--- config.mk ---
export PLATFORM = sky130hd
export DESIGN_NAME = scan_select_seq
export DESIGN_NICKNAME = d
export VERILOG_FILES = /design/src/rtl/scan_select_seq_pkg.sv /design/src/rtl/scan_select_seq_dwell_counter.sv /design/src/rtl/scan_select_seq.sv
export SDC_FILE = /design/constraint.sdc
export NUM_CORES = 1
export LEC_CHECK = 0
export BUFFER_PORTS_ARGS = -buffer_cell sky130_fd_sc_hd__buf_2
export CORE_ASPECT_RATIO = 1.75
export CORE_MARGIN = 2
export CORE_UTILIZATION = 49
export CTS_CLUSTER_SIZE = 30
export DETAILED_ROUTE_END_ITERATION = 8
export PLACE_DENSITY_LB_ADDON = 0.25
export RECOVER_POWER = 25
export SLEW_MARGIN = 10
export SYNTH_ARGS = -nofsm -noshare
export SYNTH_HDL_FRONTEND = slang
export SYNTH_SLANG_ARGS = --single-unit
export TNS_END_PERCENT = 1
--- constraint.sdc ---
create_clock -name clk -period 2.18 [get_ports clk]
set_input_delay 0.436 -clock clk [delete_from_list [all_inputs] [get_ports clk]]
set_output_delay 0.436 -clock clk [all_outputs]
set_load 0.05 [all_outputs]
--- src/rtl/scan_select_seq_pkg.sv ---
// Shared types and constants for the scan select sequencer: state encoding,
// first/last select codes and the select stepping helpers.
package scan_select_seq_pkg;

  typedef enum logic [1:0] {
    ST_IDLE  = 2'd0,
    ST_RUN   = 2'd1,
    ST_PAUSE = 2'd2
  } state_t;

  localparam logic [1:0] SEL_FIRST_UP = 2'd0;
  localparam logic [1:0] SEL_FIRST_DN = 2'd3;

  function automatic logic [1:0] next_sel(input logic [1:0] cur, input logic down);
    return down ? cur - 2'd1 : cur + 2'd1;
  endfunction

  // The terminal code of a sweep is the first code of the opposite direction.
  function automatic logic [1:0] last_sel(input logic down);
    return down ? SEL_FIRST_UP : SEL_FIRST_DN;
  endfunction

endpackage

--- src/rtl/scan_select_seq_dwell_counter.sv ---
// Dwell counter: counts enabled cycles from 0 up to limit and raises a
// registered terminal flag while the count equals limit.
module scan_select_seq_dwell_counter #(
  parameter int DIV_W = 8
) (
  input  logic             clk,
  input  logic             rst,
  input  logic             clear,
  input  logic             enable,
  input  logic [DIV_W-1:0] limit,
  output logic             tc
);

  logic [DIV_W-1:0] count;

  // tc is computed one cycle ahead so the FSM sees it as a flop output.
  always_ff @(posedge clk or posedge rst) begin
    if (rst) begin
      count <= '0;
      tc    <= 1'b0;
    end else if (clear) begin
      count <= '0;
      tc    <= (limit == '0);
    end else if (enable) begin
      if (tc) begin
        count <= '0;
        tc    <= (limit == '0);
      end else begin
        count <= count + DIV_W'(1);
        tc    <= ((count + DIV_W'(1)) == limit);
      end
    end
  end

endmodule

--- src/rtl/scan_select_seq.sv ---
// Scan select sequencer: steps a 2-bit decoder select through 0..3 or 3..0,
// holding each code for div+1 enabled cycles, single sweep or continuous.
module scan_select_seq
  import scan_select_seq_pkg::*;
#(
  parameter int DIV_W = 8
) (
  input  logic             clk,
  input  logic             rst,
  input  logic             start,
  input  logic             stop,
  input  logic             en,
  input  logic             mode_cont,
  input  logic             dir_down,
  input  logic [DIV_W-1:0] div,
  output logic [1:0]       sel,
  output logic             sel_valid,
  output logic             step,
  output logic             busy,
  output logic             done,
  output state_t           dbg_state
);

  state_t           state;
  logic [DIV_W-1:0] div_l;
  logic             dir_l;
  logic             cont_l;
  logic             tc;
  logic             cnt_clear;
  logic             cnt_en;
  logic [DIV_W-1:0] cnt_limit;

  assign dbg_state = state;
  assign cnt_clear = (state == ST_IDLE) && start;
  assign cnt_en    = (state != ST_IDLE) && !stop && en;
  assign cnt_limit = (state == ST_IDLE) ? div : div_l;

  scan_select_seq_dwell_counter #(.DIV_W(DIV_W)) u_dwell (
    .clk    (clk),
    .rst    (rst),
    .clear  (cnt_clear),
    .enable (cnt_en),
    .limit  (cnt_limit),
    .tc     (tc)
  );

  // sel_valid qualifies sel; there is no ready, the decoder consumes every cycle.
  always_ff @(posedge clk or posedge rst) begin
    if (rst) begin
      state     <= ST_IDLE;
      sel       <= SEL_FIRST_UP;
      sel_valid <= 1'b0;
      step      <= 1'b0;
      busy      <= 1'b0;
      done      <= 1'b0;
      div_l     <= '0;
      dir_l     <= 1'b0;
      cont_l    <= 1'b0;
    end else begin
      step <= 1'b0;
      done <= 1'b0;
      case (state)
        ST_IDLE: begin
          if (start) begin
            div_l     <= div;
            dir_l     <= dir_down;
            cont_l    <= mode_cont;
            sel       <= dir_down ? SEL_FIRST_DN : SEL_FIRST_UP;
            state     <= en ? ST_RUN : ST_PAUSE;
            busy      <= 1'b1;
            sel_valid <= 1'b1;
          end
        end
        ST_RUN, ST_PAUSE: begin
          if (stop) begin
            state     <= ST_IDLE;
            busy      <= 1'b0;
            sel_valid <= 1'b0;
          end else if (!en) begin
            state <= ST_PAUSE;
          end else begin
            state <= ST_RUN;
            if (tc) begin
              if (!cont_l && (sel == last_sel(dir_l))) begin
                state     <= ST_IDLE;
                busy      <= 1'b0;
                sel_valid <= 1'b0;
                done      <= 1'b1;
              end else begin
                sel  <= next_sel(sel, dir_l);
                step <= 1'b1;
              end
            end
          end
        end
        default: state <= ST_IDLE;
      endcase
    end
  end

endmodule
==> results.cfg <==
[run_status]
status = finished, final reports clean

[cells_and_area]
synth_to_final_area_change_pct = 21.2
multi_input_area_um2 = 916
nets = 219
drive_above_1_share = 0.330
final_core_util = 0.620
filler_cell_count = 281
n_antenna_cell = 0
sequential_cell_area_um2 = 653

[place]
detailedPlace.worstSlack_ns = -0.0708
routabilityCongestion = 0.870
detailed_place_hpwl_um = 3090
placement.io_buffers = 22

[power]
power_frac_seq = 0.313
combPwrFrac = 0.567
p_switching_w = 0.00110
peakVddDrop_mv = 0.633
p_sw_frac = 0.428
power.internal_w = 0.00147
clock_power_share = 0.121
power_w = 0.00257
p_per_area_nw_per_um2 = 1340
power_leakage_nw = 0.853

[synthesis]
syn_avg_cell_area_um2 = 9.64
netlist_area_pre_place_um2 = 1590
postSynthRegisterBits = 26
synth-compound-area-share = 0.197
synthMuxAreaShare = 0.121
post_synthesis_share_of_cell_area_spent_on_full_adders_half_adders_and_majority_gates = 0.0236
yosys_most_used_dff = dfrtp_1
post_synth_xor_area_fraction = 0.0551
synth_edf_count = 0
synth-seq-area-share = 0.409
synth_warnings = 0
postSynthCellCount = 165
netlist-cell-type-count = 48
async_flop_share = 1.00
synthesis.nets = 183
combinational_family_with_the_most_area_after_synthesis = compound AO/OA/AOI/OAI gates
synth-simple-area-share = 0.152

[worst_setup_path]
worstPathArrival_ns = 2.26
timing.critical_path.to = u_dwell.tc
worstSetupStartpoint = dbg_state[1]
crit_end_element = flop
cp_max_fo = 6
cp_data_required_time_ns = 2.37
timing.rr.end = u_dwell.tc
timing.critical_path.from_type = flop
ff2ff_setup_slack_ns = 0.10
ff2ff_path_depth = 8
critical_path.reg2reg.startpoint = dbg_state[1]
path_class = flop to flop

[grt]
tot_gr_track_use = 0.239
grt_pass1_vias = 1439
grt_start_max_net_pins = 15
number_of_antenna_violations_at_the_first_check_in_global_routing = 0
first_pass_grt_wire_length_um = 6520
grt_remaining_overflow = 0

[cts]
cts_buffer_depth = 2
cts-buffers-inserted = 3
worstSkewPairLatency_ns = 0.27
cts_num_sinks = 26
cts.htree.levels = 1
clk_transition_reported_paths_ns = 0.09
cts_root_buf = clkbuf_8
tritoncts_clock_tree = built
cts-hold-fix-buffers = 0

[timing]
final_hold_fails = 0
tns_ns = 0
clock_period_minus_worst_slack_ns = 2.08
rsz0062_at_grt = yes
setup_skew_after_layout_ns = 0.00262
timing.slew.headroom = 0.493
slew_violations = 0
fin_hold_ws_ns = 0.168
final.period_utilization = 0.952
setup_violations = 0
timing.fmax_mhz = 482
tightestPinTransition_ns = 0.761
setup_slack_ns = 0.105

[routing]
detail_route.vias_per_cell = 5.75
wirelength_um = 3940
drt_iter0_markers = 25
drt-wirelength-per-cell_um = 16.2
remaining_drc_errors = 0
dr.pass1.iters = 4
vias = 1398
ant_nets = 0

[floorplanning]
die_footprint_um2 = 3740
core_um2 = 3110
die_width_um = 47.1
io-pin-count = 23
floorplan.die.height_um = 79.4
std_cell_rows = 27
floorplan.initialDensity = 0.512

[run]
maxCapViolCount = 0

[min_path]
timing.hold.worst.class = input pin to asynchronous set/reset pin
## worst max-delay path, stage by stage (launching register included)
cell and delay [ns]:
dfrtp_2 0.43, inv_2 0.09, ha_4 0.20, mux2i_1 0.23, xnor2_1 0.08, or3_1 0.35
nor4_2 0.30, nand4_1 0.12, a22oi_1 0.19
## cell usage after synthesis, types with 2 or more instances
cell / number / area, um^2
or3_1: 2 / 12.5
o31ai_1: 3 / 22.5
buf_2: 2 / 10.0
nand3_1: 6 / 30.0
nor2_1: 12 / 45.0
o221a_2: 2 / 22.5
dfrtp_1: 26 / 651
a21oi_1: 11 / 55.1
xor2_1: 4 / 35.0
nor3_1: 3 / 15.0
o21ai_0: 12 / 60.1
a31oi_1: 3 / 18.8
ha_1: 3 / 37.5
and2_1: 2 / 12.5
xnor2_1: 6 / 52.6
o41ai_1: 2 / 17.5
inv_1: 8 / 30.0
mux2i_1: 8 / 80.1
nand2_1: 10 / 37.5
mux2_2: 10 / 113
nand2b_1: 3 / 18.8
## logic make-up (layout without fill, tap and decap cells)
| group | Yosys count | in the layout |
|---|---|---|
| buf+inv | 14 | 49 |
| mux | 18 | 18 |
| compound gates | 47 | 47 |
| fa+ha+maj | 3 | 3 |
| flops | 26 | 26 |
| xor+xnor | 10 | 10 |
| simple gates | 47 | 47 |
## through the flow
step                      std cells  cell area [um^2]
after floorplan                 165              1590
after global routing            243              1930
after global placement          239              1830
after detailed placement        239              1830
final                           243              1930
after CTS                       243              1890
## sequential cells by signal, indices dropped and copies added, names as in the netlist
signal,count
div_l,8
u_dwell.count,8
dbg_state,2
sel,2
busy,1
cont_l,1
dir_l,1
done,1
step,1
u_dwell.tc,1
## layout make-up
cell class	count	area share
clock buffers	4	0.0286
inverters	8	0.0156
multi-input cells	125	0.475
flip-flops and latches	26	0.339
well taps	43	0.0279
repair buffers	37	0.114
## repair_timing
item                       CTS  global route
gates resized for setup      2             9
setup endpoints to repair    1             7
buffers inserted             0             0
pin swaps                    0             5
## metal layers
layer,vias up,GRT usage,part of all wire
met2,25,0.440,0.58
met1,692,0.262,0.38
met4,0,0.0861,0.022
li1,672,-,-
met3,9,0.0250,0.017
met5,-,0,0
## worst min path at each step
stage                                  end  slack, ns  cells past startpoint              from
after floorplan           u_dwell.count[7]       0.47                      1  u_dwell.count[7]
after global placement            div_l[0]       0.47                      2               rst
after detailed placement          div_l[0]       0.48                      2               rst
after CTS                            dir_l       0.18                      2               rst
after global routing                 dir_l       0.20                      2               rst
final                                dir_l       0.17                      2               rst
## cell usage in the layout, fill, tap and decap left out, drive strengths merged, types with 2 or more instances in the layout
cell	count
dfrtp	26
mux2i	8
a21oi	11
mux2	10
nand2	10
nor2	12
ha	3
xnor2	6
or3	2
nand2b	3
o31ai	3
o21ai	12
o41ai	2
o221a	2
nor4	2
nor3	3
nand3	6
buf	36
clkbuf	5
a31oi	3
and2	2
inv	8
xor2	4
## power by group through the flow
| stage | sequential [W] | clock [W] | combinational [W] |
|---|---|---|---|
| final | 0.000805 | 0.000311 | 0.00146 |
| after global routing | 0.000825 | 0.000340 | 0.00158 |
| after CTS | 0.000792 | 0.000313 | 0.00139 |
| after detailed placement | 0.000799 | 0 | 0.00136 |
| after global placement | 0.000798 | 0 | 0.00131 |
| after floorplan | 0.000909 | 0 | 0.000862 |
(Power assumes the default switching activity.)
